==> config.mk <==
export PLATFORM = sky130hd
export DESIGN_NAME = perf_stat_unit
export DESIGN_NICKNAME = d
export VERILOG_FILES = /design/src/rtl/stat_pkg.sv /design/src/rtl/stat_counter.sv /design/src/rtl/perf_stat_unit.sv
export SDC_FILE = /design/constraint.sdc
export NUM_CORES = 1
export LEC_CHECK = 0
export BUFFER_PORTS_ARGS = -buffer_cell sky130_fd_sc_hd__buf_4
export CAP_MARGIN = 0
export CORE_ASPECT_RATIO = 0.75
export CORE_UTILIZATION = 30
export DETAILED_ROUTE_END_ITERATION = 16
export SYNTH_ARGS = -nofsm -noshare
export SYNTH_HDL_FRONTEND = slang
export SYNTH_SLANG_ARGS = --single-unit
==> constraint.sdc <==
create_clock -name clk -period 3.13 [get_ports clk]
set_input_delay 0.626 -clock clk [delete_from_list [all_inputs] [get_ports clk]]
set_output_delay 0.626 -clock clk [all_outputs]
set_load 0.01 [all_outputs]
==> src/rtl/stat_pkg.sv <==
// Shared numbering and defaults for the pipeline statistics unit and the display selector.
package stat_pkg;

    localparam int STAT_CNT_W     = 32;

    localparam int STAT_SEL_CYCLE = 0;
    localparam int STAT_SEL_EVT0  = 1;

    localparam int EVT_UNCOND     = 0;
    localparam int EVT_COND       = 1;
    localparam int EVT_TAKEN      = 2;
    localparam int EVT_LOADUSE    = 3;

    // Read-select / counter-slot index of event channel evt_idx.
    function automatic int stat_sel_of_evt(input int evt_idx);
        return STAT_SEL_EVT0 + evt_idx;
    endfunction

endpackage

==> src/rtl/stat_counter.sv <==
// One statistics counter with synchronous clear and a sticky overflow flag;
// on overflow it either holds at all-ones or wraps to zero depending on SAT_MODE.
module stat_counter #(
    parameter int CNT_W    = 32,
    parameter int SAT_MODE = 1
) (
    input  logic             clk,
    input  logic             rst_n,
    input  logic             en,
    input  logic             clr,
    output logic [CNT_W-1:0] count,
    output logic             ovf
);

    logic at_max;

    assign at_max = &count;

    always_ff @(posedge clk or negedge rst_n) begin
        if (!rst_n) begin
            count <= '0;
            ovf   <= 1'b0;
        end else if (clr) begin
            count <= '0;
            ovf   <= 1'b0;
        end else if (en) begin
            if (at_max) begin
                ovf   <= 1'b1;
                count <= (SAT_MODE != 0) ? count : '0;
            end else begin
                count <= count + 1'b1;
            end
        end
    end

endmodule

==> src/rtl/perf_stat_unit.sv <==
// Pipeline statistics unit: cycle and event counters, halt lock, atomic
// snapshot into shadow registers and a registered shadow read port.
module perf_stat_unit
    import stat_pkg::*;
#(
    parameter  int NUM_EVT  = 4,
    parameter  int CNT_W    = STAT_CNT_W,
    parameter  int SAT_MODE = 1,
    localparam int SEL_W    = $clog2(NUM_EVT + 1)
) (
    input  logic               clk,
    input  logic               RST_n,
    input  logic               clr,
    input  logic               halt,
    input  logic [NUM_EVT-1:0] evt,
    input  logic               snap,
    input  logic [SEL_W-1:0]   rd_sel,
    output logic [CNT_W-1:0]   rd_data,
    output logic [NUM_EVT:0]   ovf,
    output logic               LOCK
);

    localparam int NUM_CNT = NUM_EVT + 1;

    logic               count_en;
    logic [NUM_CNT-1:0] inc;
    logic [CNT_W-1:0]   live   [NUM_CNT];
    logic [CNT_W-1:0]   shadow [NUM_CNT];
    logic [CNT_W-1:0]   rd_next;

    assign count_en            = !LOCK && !clr;
    assign inc[STAT_SEL_CYCLE] = count_en;

    for (genvar g = 0; g < NUM_EVT; g++) begin : g_evt_inc
        assign inc[stat_sel_of_evt(g)] = count_en & evt[g];
    end

    for (genvar c = 0; c < NUM_CNT; c++) begin : g_cnt
        stat_counter #(
            .CNT_W    (CNT_W),
            .SAT_MODE (SAT_MODE)
        ) u_cnt (
            .clk   (clk),
            .rst_n (RST_n),
            .en    (inc[c]),
            .clr   (clr),
            .count (live[c]),
            .ovf   (ovf[c])
        );
    end

    // The halting cycle itself is still counted; the lock takes effect from the next edge.
    always_ff @(posedge clk or negedge RST_n) begin
        if (!RST_n) begin
            LOCK <= 1'b0;
        end else if (clr) begin
            LOCK <= 1'b0;
        end else if (halt) begin
            LOCK <= 1'b1;
        end
    end

    always_ff @(posedge clk or negedge RST_n) begin
        if (!RST_n) begin
            for (int i = 0; i < NUM_CNT; i++) begin
                shadow[i] <= '0;
            end
        end else if (snap) begin
            for (int i = 0; i < NUM_CNT; i++) begin
                shadow[i] <= live[i];
            end
        end
    end

    // Selects outside the implemented range read as zero.
    always_comb begin
        rd_next = '0;
        for (int k = 0; k < NUM_CNT; k++) begin
            if (rd_sel == SEL_W'(k)) begin
                rd_next = shadow[k];
            end
        end
    end

    always_ff @(posedge clk or negedge RST_n) begin
        if (!RST_n) begin
            rd_data <= '0;
        end else begin
            rd_data <= rd_next;
        end
    end

endmodule

# Word level (Yosys, flattened, before mapping)

Index checks and enable logic that the tools add are counted.

Bits of input ports: 12
Logic and storage cells: 102
Bits in registers: 358

Reduce and logical (&&, ||, !) cells: 30
Bitwise gates (word level): 4
Multiplexer cells: 37
Eq/ne operators: 9
Add/sub/neg operators: 5

Operators with widths:

| cell                                           | number |
|---|---|
| 2-to-1 mux 32 bit                              | 20 |
| adder 32 x 1 -> 32 bit (second input constant) | 5 |
| AND reduction 32 bit                           | 5 |
| nonzero test 2 bit                             | 11 |
| AND reduction 2 bit                            | 10 |
| 2-to-1 mux 1 bit                               | 17 |
| inequality test 2 bit (second input constant)  | 5 |
| == test 3 x 2 -> 1 bit (second input constant) | 2 |
| AND 1 bit                                      | 4 |
| == test 3 x 1 -> 1 bit (second input constant) | 1 |
| == test 3 bit (second input constant)          | 1 |
| zero test 3 bit                                | 1 |
| zero test 1 bit                                | 2 |
| logical AND 1 bit                              | 1 |

# Logic depth before layout (Yosys ltp)

Gate-level depths: netlist of the first run.

Depth in word-level cells: 6
Depth in mapped cells: 8

# Hierarchy

From an unflattened synthesis of the first run, not the netlist that was laid out.

Cells, all modules: 1564
Area total of the unflattened synthesis: 17514.3 um2

Modules (own cells, without submodules):

| module         | instances | area each (um2) | cells an instance | sequential area each (um2) |
|---|---|---|---|---|
| stat_counter   | 5         | 1881.8          | 207               | 825.8 |
| perf_stat_unit | 1         | 8105.3          | 529               | 4829.6 |

# Least setup slack after synthesis of the first run

No wires, ideal clock.

Path kind: input-to-reg
From: in clr
To: reg g_cnt[4].u_cnt.count[23]
Path slack: 0.897 ns
Cell stages on the path: 6
Path buffers: 1
Arrival: 2.109 ns
Data required time: 3.005 ns
Cells stage by stage: buf_2 inv_2 a2111oi_4 nand2_1 nor4_1 mux2_2

Longest elaborated chain between the ends: 5
Elaborated cells between the ends (all ways): 7
Classes of those cells: 1 x eq/ne; 1 x mux; 1 x bitwise; 4 x reduce/logical

RTL lines:

| element                       | line                 | source |
|---|---|---|
| start, declared               | perf_stat_unit.sv:13 | `input logic clr,` |
| zero test 1 bit               | perf_stat_unit.sv:31 | `assign count_en = !LOCK && !clr;` |
| logical AND 1 bit             | perf_stat_unit.sv:31 |  |
| AND 1 bit                     | perf_stat_unit.sv:35 | `assign inc[stat_sel_of_evt(g)] = count_en & evt[g];` |
| nonzero test 2 bit (no line)  | --                   |  |
| AND reduction 2 bit (no line) | --                   |  |
| end signal, assigned          | stat_counter.sv:29   | `count <= (SAT_MODE != 0) ? count : '0;` |
| end signal, assigned          | stat_counter.sv:31   | `count <= count + 1'b1;` |
| end, declared                 | stat_counter.sv:11   | `output logic [CNT_W-1:0] count,` |

Several ways; a longest one is shown, not always the timed one.
A chain may end at the register's enable or synchronous reset.

# Worst setup path in the final report of the first run

From: reg LOCK
To: reg g_cnt[3].u_cnt.count[25]

Longest elaborated chain between the ends: 5

RTL lines:

| element                       | line                 | source |
|---|---|---|
| start, declared               | perf_stat_unit.sv:20 | `output logic LOCK` |
| start signal, assigned        | perf_stat_unit.sv:55 | `LOCK <= 1'b0;` |
| start signal, assigned        | perf_stat_unit.sv:57 | `LOCK <= 1'b0;` |
| start signal, assigned        | perf_stat_unit.sv:59 | `LOCK <= 1'b1;` |
| zero test 1 bit               | perf_stat_unit.sv:31 |  |
| logical AND 1 bit             | perf_stat_unit.sv:31 |  |
| AND 1 bit                     | perf_stat_unit.sv:35 |  |
| nonzero test 2 bit (no line)  | --                   |  |
| AND reduction 2 bit (no line) | --                   |  |
| end signal, assigned          | stat_counter.sv:29   |  |
| end signal, assigned          | stat_counter.sv:31   |  |
| end, declared                 | stat_counter.sv:11   |  |

Every way passes these cells.

==> results of run 1 <==
-- power groups by stage --
| stage | clock network, mW | registers [mW] | logic (mW) |
|---|---|---|---|
| after global routing | 4.97 | 4.70 | 0.500 |
| after floorplan | 0 | 4.78 | 0.235 |
| after CTS | 4.78 | 4.70 | 0.462 |
| final | 4.68 | 4.70 | 0.452 |
| after detailed placement | 0 | 4.79 | 0.460 |
| after global placement | 0 | 4.78 | 0.453 |
-- cells in the mapped netlist (all sizes together) (12+ instances only) --
master / n / area, sq um
clkbuf: 70 / 262.8
a21oi: 120 / 600.6
buf: 24 / 146.4
a22oi: 24 / 180.2
or3: 53 / 336.6
and3: 17 / 106.4
o21ai: 56 / 280.3
nand4: 40 / 271.5
inv: 28 / 105.1
mux2i: 26 / 260.3
nor4: 20 / 167.7
mux2: 181 / 2038
nor3: 15 / 85.08
o22ai: 24 / 150.1
nor2b: 27 / 168.9
nand3: 57 / 285.3
nor2: 104 / 390.4
nand2: 85 / 321.6
o31ai: 35 / 267.8
or4: 36 / 270.3
and4: 24 / 211.5
xnor2: 30 / 262.8
xor2: 12 / 105.1
dfrtp: 358 / 8959
-- routing by layer --
metal / global-route usage (%) / wire, um / vias to the layer above
met4: 3.620 / 723 / 0
li1: - / - / 5862
met5: 0 / 0 / -
met2: 22.79 / 19610 / 410
met1: 24.70 / 23100 / 6550
met3: 3.589 / 3401 / 44
-- registers in the layout, summed over array words and instances, names as in the netlist --
register and cells:
LOCK 1, g_cnt.u_cnt.count 160, g_cnt.u_cnt.ovf 5, rd_data 32
shadow 160
-- cell families after synthesis --
family,synth area share [%]
buffers and inverters,2.995
AOI/OAI and AO/OA,11.43
muxes,14.43
xor gates and xnor gates,2.142
and+or+nand+nor,16.47
adders and majority gates,0.3643
DFF,52.17
-- layout make-up --
cell class / instances / area (sq um) / share of cell area, %
flip-flops and latches: 358 / 8959 / 45.41
multi-input cells: 1081 / 7710 / 39.08
clock buffers: 57 / 1144 / 5.797
well taps: 731 / 914.6 / 4.636
repair buffers: 86 / 748.2 / 3.792
clock inverters: 12 / 148.9 / 0.7547
inverters: 28 / 105.1 / 0.5327
-- critical path, stage by stage (launching register included) --
cell and delay [ns]:
dfrtp_1 0.50, buf_4 0.23, nor2b_1 0.18, buf_4 0.18, o211ai_1 0.28, a211oi_1 0.69, nand4_1 0.17, mux2_2 0.30
-- how the worst max path moves through the flow --
stage	end	slack, ns	cells after the start
CTS	g_cnt[3].u_cnt.count[25]	0.51	7
global placement	g_cnt[3].u_cnt.count[25]	0.53	7
global route	g_cnt[2].u_cnt.count[30]	0.31	6
finish	g_cnt[3].u_cnt.count[25]	0.47	7
floorplan	g_cnt[4].u_cnt.count[23]	0.90	6
detailed placement	g_cnt[3].u_cnt.count[25]	0.49	7
==> flow_metrics.tcl, run 1 <==
set metrics [dict create \
    async_flop_share_pct 100.0 \
    finalSetupViolCount 0 \
    die_x_um 278.3 \
    fp.coreArea_sq_um 56210 \
    hold_viol_final 4 \
    utilization_pct 35.10 \
    r2r_end "g_cnt[3].u_cnt.count[25]" \
    reg2reg_depth 7 \
    clk_pin_slew_ns 0.06 \
    p_int_mw 7.593 \
    clock-sinks 358 \
    critical_path_class "flop to flop" \
    post_dp_cell_area_sq_um 18440 \
    p_comb_share_pct 4.6 \
    peakVddDrop_v 0.0003541 \
    root_buffer "clkbuf_16" \
    synth_cell_types 68 \
    antenna_left 0 \
    die_h_um 209.2 \
    drt-total-wl_mm 46.83 \
    hold_ws_ns -0.01875 \
    drcViolationCount 0 \
    r2r_setup_slack_ns 0.47 \
    min_path_type "input pin to async pin" \
    layout_min_cycle_time_ns 2.658 \
    end_kind "flop" \
    yosys_warnings 0 \
    fill_cells 5499 \
    ys_ff_latch 358 \
    cts_buffer_depth 3 \
    mostFrequentLayoutCells "358 x dfrtp_1, 181 x mux2_2, 120 x a21oi_1" \
    drtPass1Iterations 8 \
    tritoncts "done" \
    p_per_area_nw_per_um2 498.7 \
    syn_avg_cell_area_sq_um 11.00 \
    nNetsFinal 1611 \
    place_worst_setup_slack_ns 0.4910 \
    first_global_vias 12430 \
    yosysSeqAreaShare_pct 52.17 \
    clk_latency_ns 0.54 \
    ios 50 \
    antenna_found_initial 3 \
    num_vias 12870 \
    viasPerCell 5.468 \
    timing.fmax_mhz 376.2 \
    timing.rr.start "LOCK" \
    n_antenna_cell 0 \
    switchingPower_mw 2.247 \
    cts_setup_buffers 0 \
    ctsHtreeMaxLevel 2 \
    p_total_mw 9.839 \
    fin_cells 2353 \
    ctsResizeCount 0 \
    crit_fanout 10 \
    grt-ovfl-total 0 \
    rows 75 \
    grt_pass1_wl_mm 73.84 \
    cts-hold-fix-buffers 0 \
    drtIter0Drc 1125 \
    dp_cells 2284 \
    syn_area_sq_um 17170 \
    skew_ns 0.01937 \
    outcome "complete, but fails checks" \
    cts_made_buffers 39 \
    setup-tns-final_ns 0 \
    relSlewSlack_pct 41.90 \
    grt_max_degree 118 \
    power_frac_seq_pct 47.8 \
    fin_crit_sh_pct 84.94 \
    rsz0062_at_grt "no" \
    syn-instance-count 1561 \
    mappedNetlistNets 1578 \
    fin_ws_ns 0.4715 \
    tightest_slew_ns 0.8706 \
    gp_congestion 0.8447 \
    wl_per_cell_um 19.90 \
    final_common_cell "dfrtp_1" \
    ys.flop_type "dfrtp_1" \
    synth-edff-count 0 \
    design_area_sq_um 19730 \
    dp_hpwl_mm 32.69 \
    gr-usage-all-layers_pct 16.12 \
    io_buffers 49 \
    critPathArrivalTime_ns 3.08 \
    p_leak_nw 8.401 \
    violations "negative hold slack" \
    die-area_sq_um 58210 \
    switching_share_pct 22.83 \
    drv_slew 0 \
    cp-startpoint "LOCK" \
    start_util_pct 30.55 \
    clockPowerShare_pct 47.6 \
    crit_required_ns 3.55 \
    drive_gt1_share_pct 22.56 \
    start_kind "flop" \
    maxCapViolCount 0 \
    area_delta_synth_final_pct 14.89 \
]
Note: power is estimated with default switching activity, not from simulation.
==> run 2, diff against run 1 <==
==> constraint.sdc (replaced) <==
create_clock -name clk -period 2.44 [get_ports clk]
set_input_delay 0.488 -clock clk [delete_from_list [all_inputs] [get_ports clk]]
set_output_delay 0.488 -clock clk [all_outputs]
set_load 0.01 [all_outputs]
==> flow_metrics.tcl, run 2 (same netlist as run 1, synthesis figures left out) <==
set metrics [dict create \
    r2r_setup_slack_ns 0.09 \
    drt-total-wl_mm 47.72 \
    reg2reg_depth 7 \
    grt_pass1_wl_mm 75.72 \
    worst_hold_path.endpoint "LOCK" \
    end_kind "flop" \
    min_path_type "input pin to flop" \
    n_antenna_cell 0 \
    crit_path_frequent_cell "buf_4" \
    largestRegisters "g_cnt.u_cnt.count: 160 flops, shadow: 160 flops, rd_data: 32 flops" \
    drive_gt1_share_pct 25.31 \
    multiInputGateArea_sq_um 7747 \
    relSlewSlack_pct 51.39 \
    mostFrequentLayoutCells "357 x dfrtp_1, 181 x mux2_2, 126 x buf_4" \
    gp_congestion 0.8719 \
    die_h_um 209.2 \
    num_vias 13090 \
    peakVddDrop_v 0.0003385 \
    root_buffer "clkbuf_16" \
    first_global_vias 12650 \
    post_dp_cell_area_sq_um 18900 \
    fp.coreArea_sq_um 56210 \
    max_stage_delay_ns 0.50 \
    io_buffers 49 \
    fin_crit_sh_pct 96.31 \
    tightest_slew_ns 0.7215 \
    crit_buf_inv 2 \
    whs_path_depth 3 \
    nNetsFinal 1665 \
    tritoncts "done" \
    gr-usage-all-layers_pct 16.54 \
    timing.rr.start "LOCK" \
    area_delta_synth_final_pct 17.09 \
    worstHoldStart "halt" \
    drcViolationCount 0 \
    crit_fanout 8 \
    hold_viol_final 0 \
    cts_made_buffers 37 \
    crit_required_ns 2.86 \
    critPathTopFamily "compound AO/OA/AOI/OAI gates" \
    drtPass1Iterations 5 \
    drv_slew 0 \
    clock-sinks 358 \
    maxCapViolCount 0 \
    die-area_sq_um 58210 \
    cts_buffer_depth 3 \
    r2r_end "g_cnt[0].u_cnt.count[25]" \
    ios 50 \
    finalSetupViolCount 0 \
    dp_hpwl_mm 33.96 \
    grt-ovfl-total 0 \
    skew_ns 0.02174 \
    grt_max_degree 69 \
    p_leak_nw 8.646 \
    register_area_sq_um 8960 \
    fill_cells 5477 \
    design_area_sq_um 20110 \
    critPathArrivalTime_ns 2.77 \
    p_per_area_nw_per_um2 602.0 \
    die_x_um 278.3 \
    start_util_pct 30.55 \
    clk_pin_slew_ns 0.06 \
    clk_latency_ns 0.54 \
    final_common_cell "dfrtp_1" \
    critical_path_class "flop to flop" \
    slowest_stage "dfrtp_2" \
    setup-tns-final_ns 0 \
    drtIter0Drc 1199 \
    wl_per_cell_um 19.83 \
    timing.fmax_mhz 425.5 \
    antenna_found_initial 0 \
    ctsHtreeMaxLevel 2 \
    outcome "completed" \
    rows 75 \
    start_kind "flop" \
    layout_min_cycle_time_ns 2.350 \
    cp_cell_sequence "buf_4 -> and4b_1 -> nand3_1 -> a211oi_4 -> buf_4 -> a21oi_1 -> a31o_2" \
    viasPerCell 5.438 \
    antenna_left 0 \
    rsz0062_at_grt "no" \
]
## run 2: cell types whose count changed in the layout (fill, tap and decap cells not counted), sizes merged
cell,delta
bufinv,-2
clkinv,+6
clkbuf,-5
dlygate4sd3,+1
inv,-1
buf,+55
clkinvlp,-1
## run 2: worst min-delay path: cells and delay by family
kind	cells	cell delay [ns]
buf+inv	1	0.07
simple gates	2	0.14
## run 2: worst max path at each step
stage                                  from                       end  slack, ns  cells after the start
global route        g_cnt[2].u_cnt.count[5]  g_cnt[2].u_cnt.count[23]      0.004                      5
global placement                       LOCK  g_cnt[4].u_cnt.count[31]       0.07                      6
floorplan                               clr  g_cnt[4].u_cnt.count[23]       0.34                      6
CTS                                    LOCK  g_cnt[4].u_cnt.count[31]       0.08                      6
detailed placement                     LOCK  g_cnt[4].u_cnt.count[31]      0.009                      6
finish                                 LOCK  g_cnt[0].u_cnt.count[25]       0.09                      7
## run 2: through the flow
step           utilization, %  hold slack, ns  instances  power [mW]  worst slack [ns]
3_3_place_gp            33.62          0.4658       2337       6.758           0.07378
4_1_cts                 35.70          0.1885       2404       12.27           0.07855
3_5_place_dp            33.62          0.4673       2337       6.770          0.009331
6_report                35.77          0.2118       2406       12.10           0.08995
5_1_grt                 35.77          0.2106       2406       12.58          0.004103
2_1_floorplan               -          0.1924       1561       6.428            0.3447
## run 2: per-layer routing
metal	GRT usage [%]	share of wire (%)
met5	0	0
met4	4.706	2.4
met2	22.59	41
met3	3.142	6.6
met1	25.98	50
## run 2: area by class of cell
type | count | area share, %
clock buffer | 52 | 5.184
clock inverter | 14 | 0.5103
inverter | 28 | 0.5227
multi-input combinational | 1081 | 38.53
sequential | 358 | 44.56
tap | 731 | 4.549
timing repair buffer | 142 | 6.136
## run 2: report_power, final
part / total [mW] / internal, mW / switching (mW) / leakage [nW]
clock: 5.45 / 3.09 / 2.35 / 0.576
sequential: 6.03 / 5.98 / 0.0453 / 4.99
combinational: 0.627 / 0.214 / 0.414 / 3.08
total: 12.1 / 9.29 / 2.81 / 8.65
## run 2: what timing repair did
item,in CTS,in global routing
resized for setup,2,6
hold endpoints to repair,50,0
cloned,0,0
hold buffers,1,0
pin swaps,0,3
endpoints found under the setup margin,5,17
setup buffers,0,2
==> run 3, diff against run 2 <==
--- a/config.mk
+++ b/config.mk
@@ -5,6 +5,7 @@
 export SDC_FILE = /design/constraint.sdc
 export NUM_CORES = 1
 export LEC_CHECK = 0
+export ABC_AREA = 1
 export BUFFER_PORTS_ARGS = -buffer_cell sky130_fd_sc_hd__buf_4
 export CAP_MARGIN = 0
 export CORE_ASPECT_RATIO = 0.75
==> constraint.sdc (replaced) <==
create_clock -name clk -period 2.6 [get_ports clk]
set_input_delay 0.52 -clock clk [delete_from_list [all_inputs] [get_ports clk]]
set_output_delay 0.52 -clock clk [all_outputs]
set_load 0.01 [all_outputs]
==> flow_metrics.tcl, run 3 <==
set metrics [dict create \
    outcome "completed" \
    drtPass1Iterations 5 \
    grt_pass1_wl_mm 89.59 \
    yosysTopAreaCell "dfrtp_1" \
    timing.fmax_mhz 444.4 \
    ys_top_cells_by_count "833 x nand2_1, 377 x nor2_1, 358 x dfrtp_1, 238 x inv_1, 237 x nand3_1" \
    synth.most_common_cell "nand2_1" \
    clock-sinks 358 \
    crit_required_ns 3.03 \
    grt-ovfl-total 0 \
    grt_max_degree 79 \
    yosysSeqAreaShare_pct 47.53 \
    first_global_vias 15380 \
    area_delta_synth_final_pct 15.37 \
    maxCapViolCount 0 \
    design_area_sq_um 21740 \
    crit_path_end "g_cnt[0].u_cnt.count[9]" \
    cts_setup_buffers 0 \
    yosys_warnings 0 \
    ios 50 \
    syn_area_sq_um 18850 \
    drtIter0Drc 1704 \
    async_flop_share_pct 100.0 \
    skew_ns 0.01696 \
    post_dp_cell_area_sq_um 20300 \
    synth_top_area_share_pct 47.53 \
    io_buffers 49 \
    crit_buf_inv 2 \
    peakVddDrop_v 0.0003869 \
    clk_pin_slew_ns 0.06 \
    ys_ff_latch 358 \
    critPathTopFamily "simple AND/OR/NAND/NOR gates" \
    viasPerCell 4.770 \
    nNetsFinal 2686 \
    cp-startpoint "g_cnt[0].u_cnt.count[0]" \
    reg2reg_depth 11 \
    mappedNetlistNets 2645 \
    end_kind "flop" \
    antenna_left 0 \
    largestRegisters "g_cnt.u_cnt.count: 160 flops, shadow: 160 flops, rd_data: 32 flops" \
    met3_length_mm 4.389 \
    syn-instance-count 2628 \
    gp_congestion 0.9233 \
    max_stage_delay_ns 0.49 \
    drcViolationCount 0 \
    antenna_found_initial 0 \
    clk_latency_ns 0.54 \
    rsz0062_at_grt "no" \
    cts_buffer_depth 3 \
    met1_length_mm 28.51 \
    tritoncts "done" \
    register_area_sq_um 8959 \
    critical_path_class "flop to flop" \
    setup-tns-final_ns 0 \
    finalSetupViolCount 0 \
    n_antenna_cell 0 \
    drive_gt1_share_pct 8.302 \
    crit_fanout 29 \
    ctsResizeCount 0 \
    synth_area_leaders "dfrtp_1 48%, nand2_1 17%, nor2_1 7.5%, nand3_1 6.3%, o21ai_0 5.6%" \
    relSlewSlack_pct 54.36 \
    rows 79 \
    die-area_sq_um 63840 \
    cp_cell_sequence "ha_1 -> nand2_2 -> nor2_4 -> nand2_4 -> nor2_4 -> nand4_2 -> nand2_2 -> buf_4 -> inv_1 -> nand2_1 -> nand2_1" \
    met2_length_mm 23.25 \
    drt-total-wl_mm 57.15 \
    fp.coreArea_sq_um 62070 \
    hold_viol_final 0 \
    multiInputGateArea_sq_um 8481 \
    ctsHtreeMaxLevel 2 \
    fill_cells 6565 \
    start_kind "flop" \
    root_buffer "clkbuf_16" \
    slowest_stage "dfrtp_1" \
    tightest_slew_ns 0.6847 \
    min_path_type "input pin to flop" \
    cts_made_buffers 38 \
    ys.flop_type "dfrtp_1" \
    cts-hold-fix-buffers 1 \
    critPathArrivalTime_ns 2.68 \
    syn_avg_cell_area_sq_um 7.172 \
    final_common_cell "nand2_1" \
    timing.rr.start "g_cnt[0].u_cnt.count[0]" \
    p_per_area_nw_per_um2 597.0 \
    crit_cells 11 \
    layout_min_cycle_time_ns 2.250 \
    synth-edff-count 0 \
    start_util_pct 30.36 \
    drv_slew 0 \
    synth_cell_types 29 \
    r2r_setup_slack_ns 0.35 \
    mostFrequentLayoutCells "833 x nand2_1, 375 x nor2_1, 358 x dfrtp_1" \
    dp_hpwl_mm 43.03 \
    die_x_um 291.4 \
    top_layer "met4" \
    gr-usage-all-layers_pct 17.97 \
    p_leak_nw 8.981 \
    die_h_um 219.1 \
    fin_crit_sh_pct 86.55 \
    wl_per_cell_um 16.29 \
    num_vias 16730 \
    r2r_end "g_cnt[0].u_cnt.count[9]" \
]
==> run 3: cell count changes after synthesis, sizes merged, moves of 26 or more <==
cell   delta
nand2   +764
nor2    +283
inv     +213
nand3   +180
o21ai   +173
mux2    -171
or3      -53
or4      -36
o31ai    -35
nand4    -31
nor2b    -27
mux2i    -26
xnor2    -26
==> run 3: report_power, final <==
group | switching, mW | internal (mW)
logic | 0.575 | 0.260
clock network | 2.39 | 3.87
registers | 0.136 | 5.75
total | 3.10 | 9.88
==> run 3: routing by layer <==
metal | up-vias | track usage (%)
li1 | 8436 | -
met2 | 419 | 25.39
met5 | - | 0
met1 | 7816 | 27.51
met4 | 0 | 3.667
met3 | 61 | 4.112
==> run 3: stage by stage <==
stage	hold WS [ns]	setup slack (ns)	utilization, %	instances	power (mW)
after floorplan	0.2244	0.8576	-	2628	6.411
after global placement	0.4539	0.4678	32.70	3438	6.829
after detailed placement	0.4547	0.3893	32.70	3438	6.838
after CTS	0.2042	0.3737	35.03	3508	13.11
after global routing	0.2078	0.1262	35.03	3508	13.44
final	0.2183	0.3496	35.03	3508	12.98
==> run 3: final cells by class <==
cell class                      count  area share [%]
Clock inverter                     17           1.370
Multi-Input combinational cell   1926           39.00
Timing Repair Buffer              104           4.362
Tap cell                          810           4.661
Inverter                          241           4.172
Clock buffer                       52           5.231
Sequential cell                   358           41.20
==> run 3: how the worst min path moves through the flow <==
| stage | cells past startpoint | slack (ns) | to | startpoint |
|---|---|---|---|---|
| final | 3 | 0.22 | LOCK | halt |
| after detailed placement | 1 | 0.45 | g_cnt[1].u_cnt.count[2] | RST_n |
| after global routing | 3 | 0.21 | LOCK | halt |
| after global placement | 1 | 0.45 | g_cnt[1].u_cnt.count[5] | RST_n |
| after floorplan | 0 | 0.22 | LOCK | RST_n |
| after CTS | 3 | 0.20 | LOCK | halt |
==> run 3: logic make-up (layout without fill, tap and decap cells) <==
logic type,count (synthesis),after routing,share of synthesized area (%)
simple gates,1496,1496,32.23
compound gates,394,394,10.81
flops,358,358,47.53
buf+inv,344,414,7.522
xor+xnor,21,21,0.9759
mux,10,10,0.5975
fa+ha+maj,5,5,0.3319
==> run 3: worst min-delay path, delay by kind of cell <==
family	cells	cell delay, ns
buffers and inverters	1	0.08
and+or+nand+nor	2	0.12
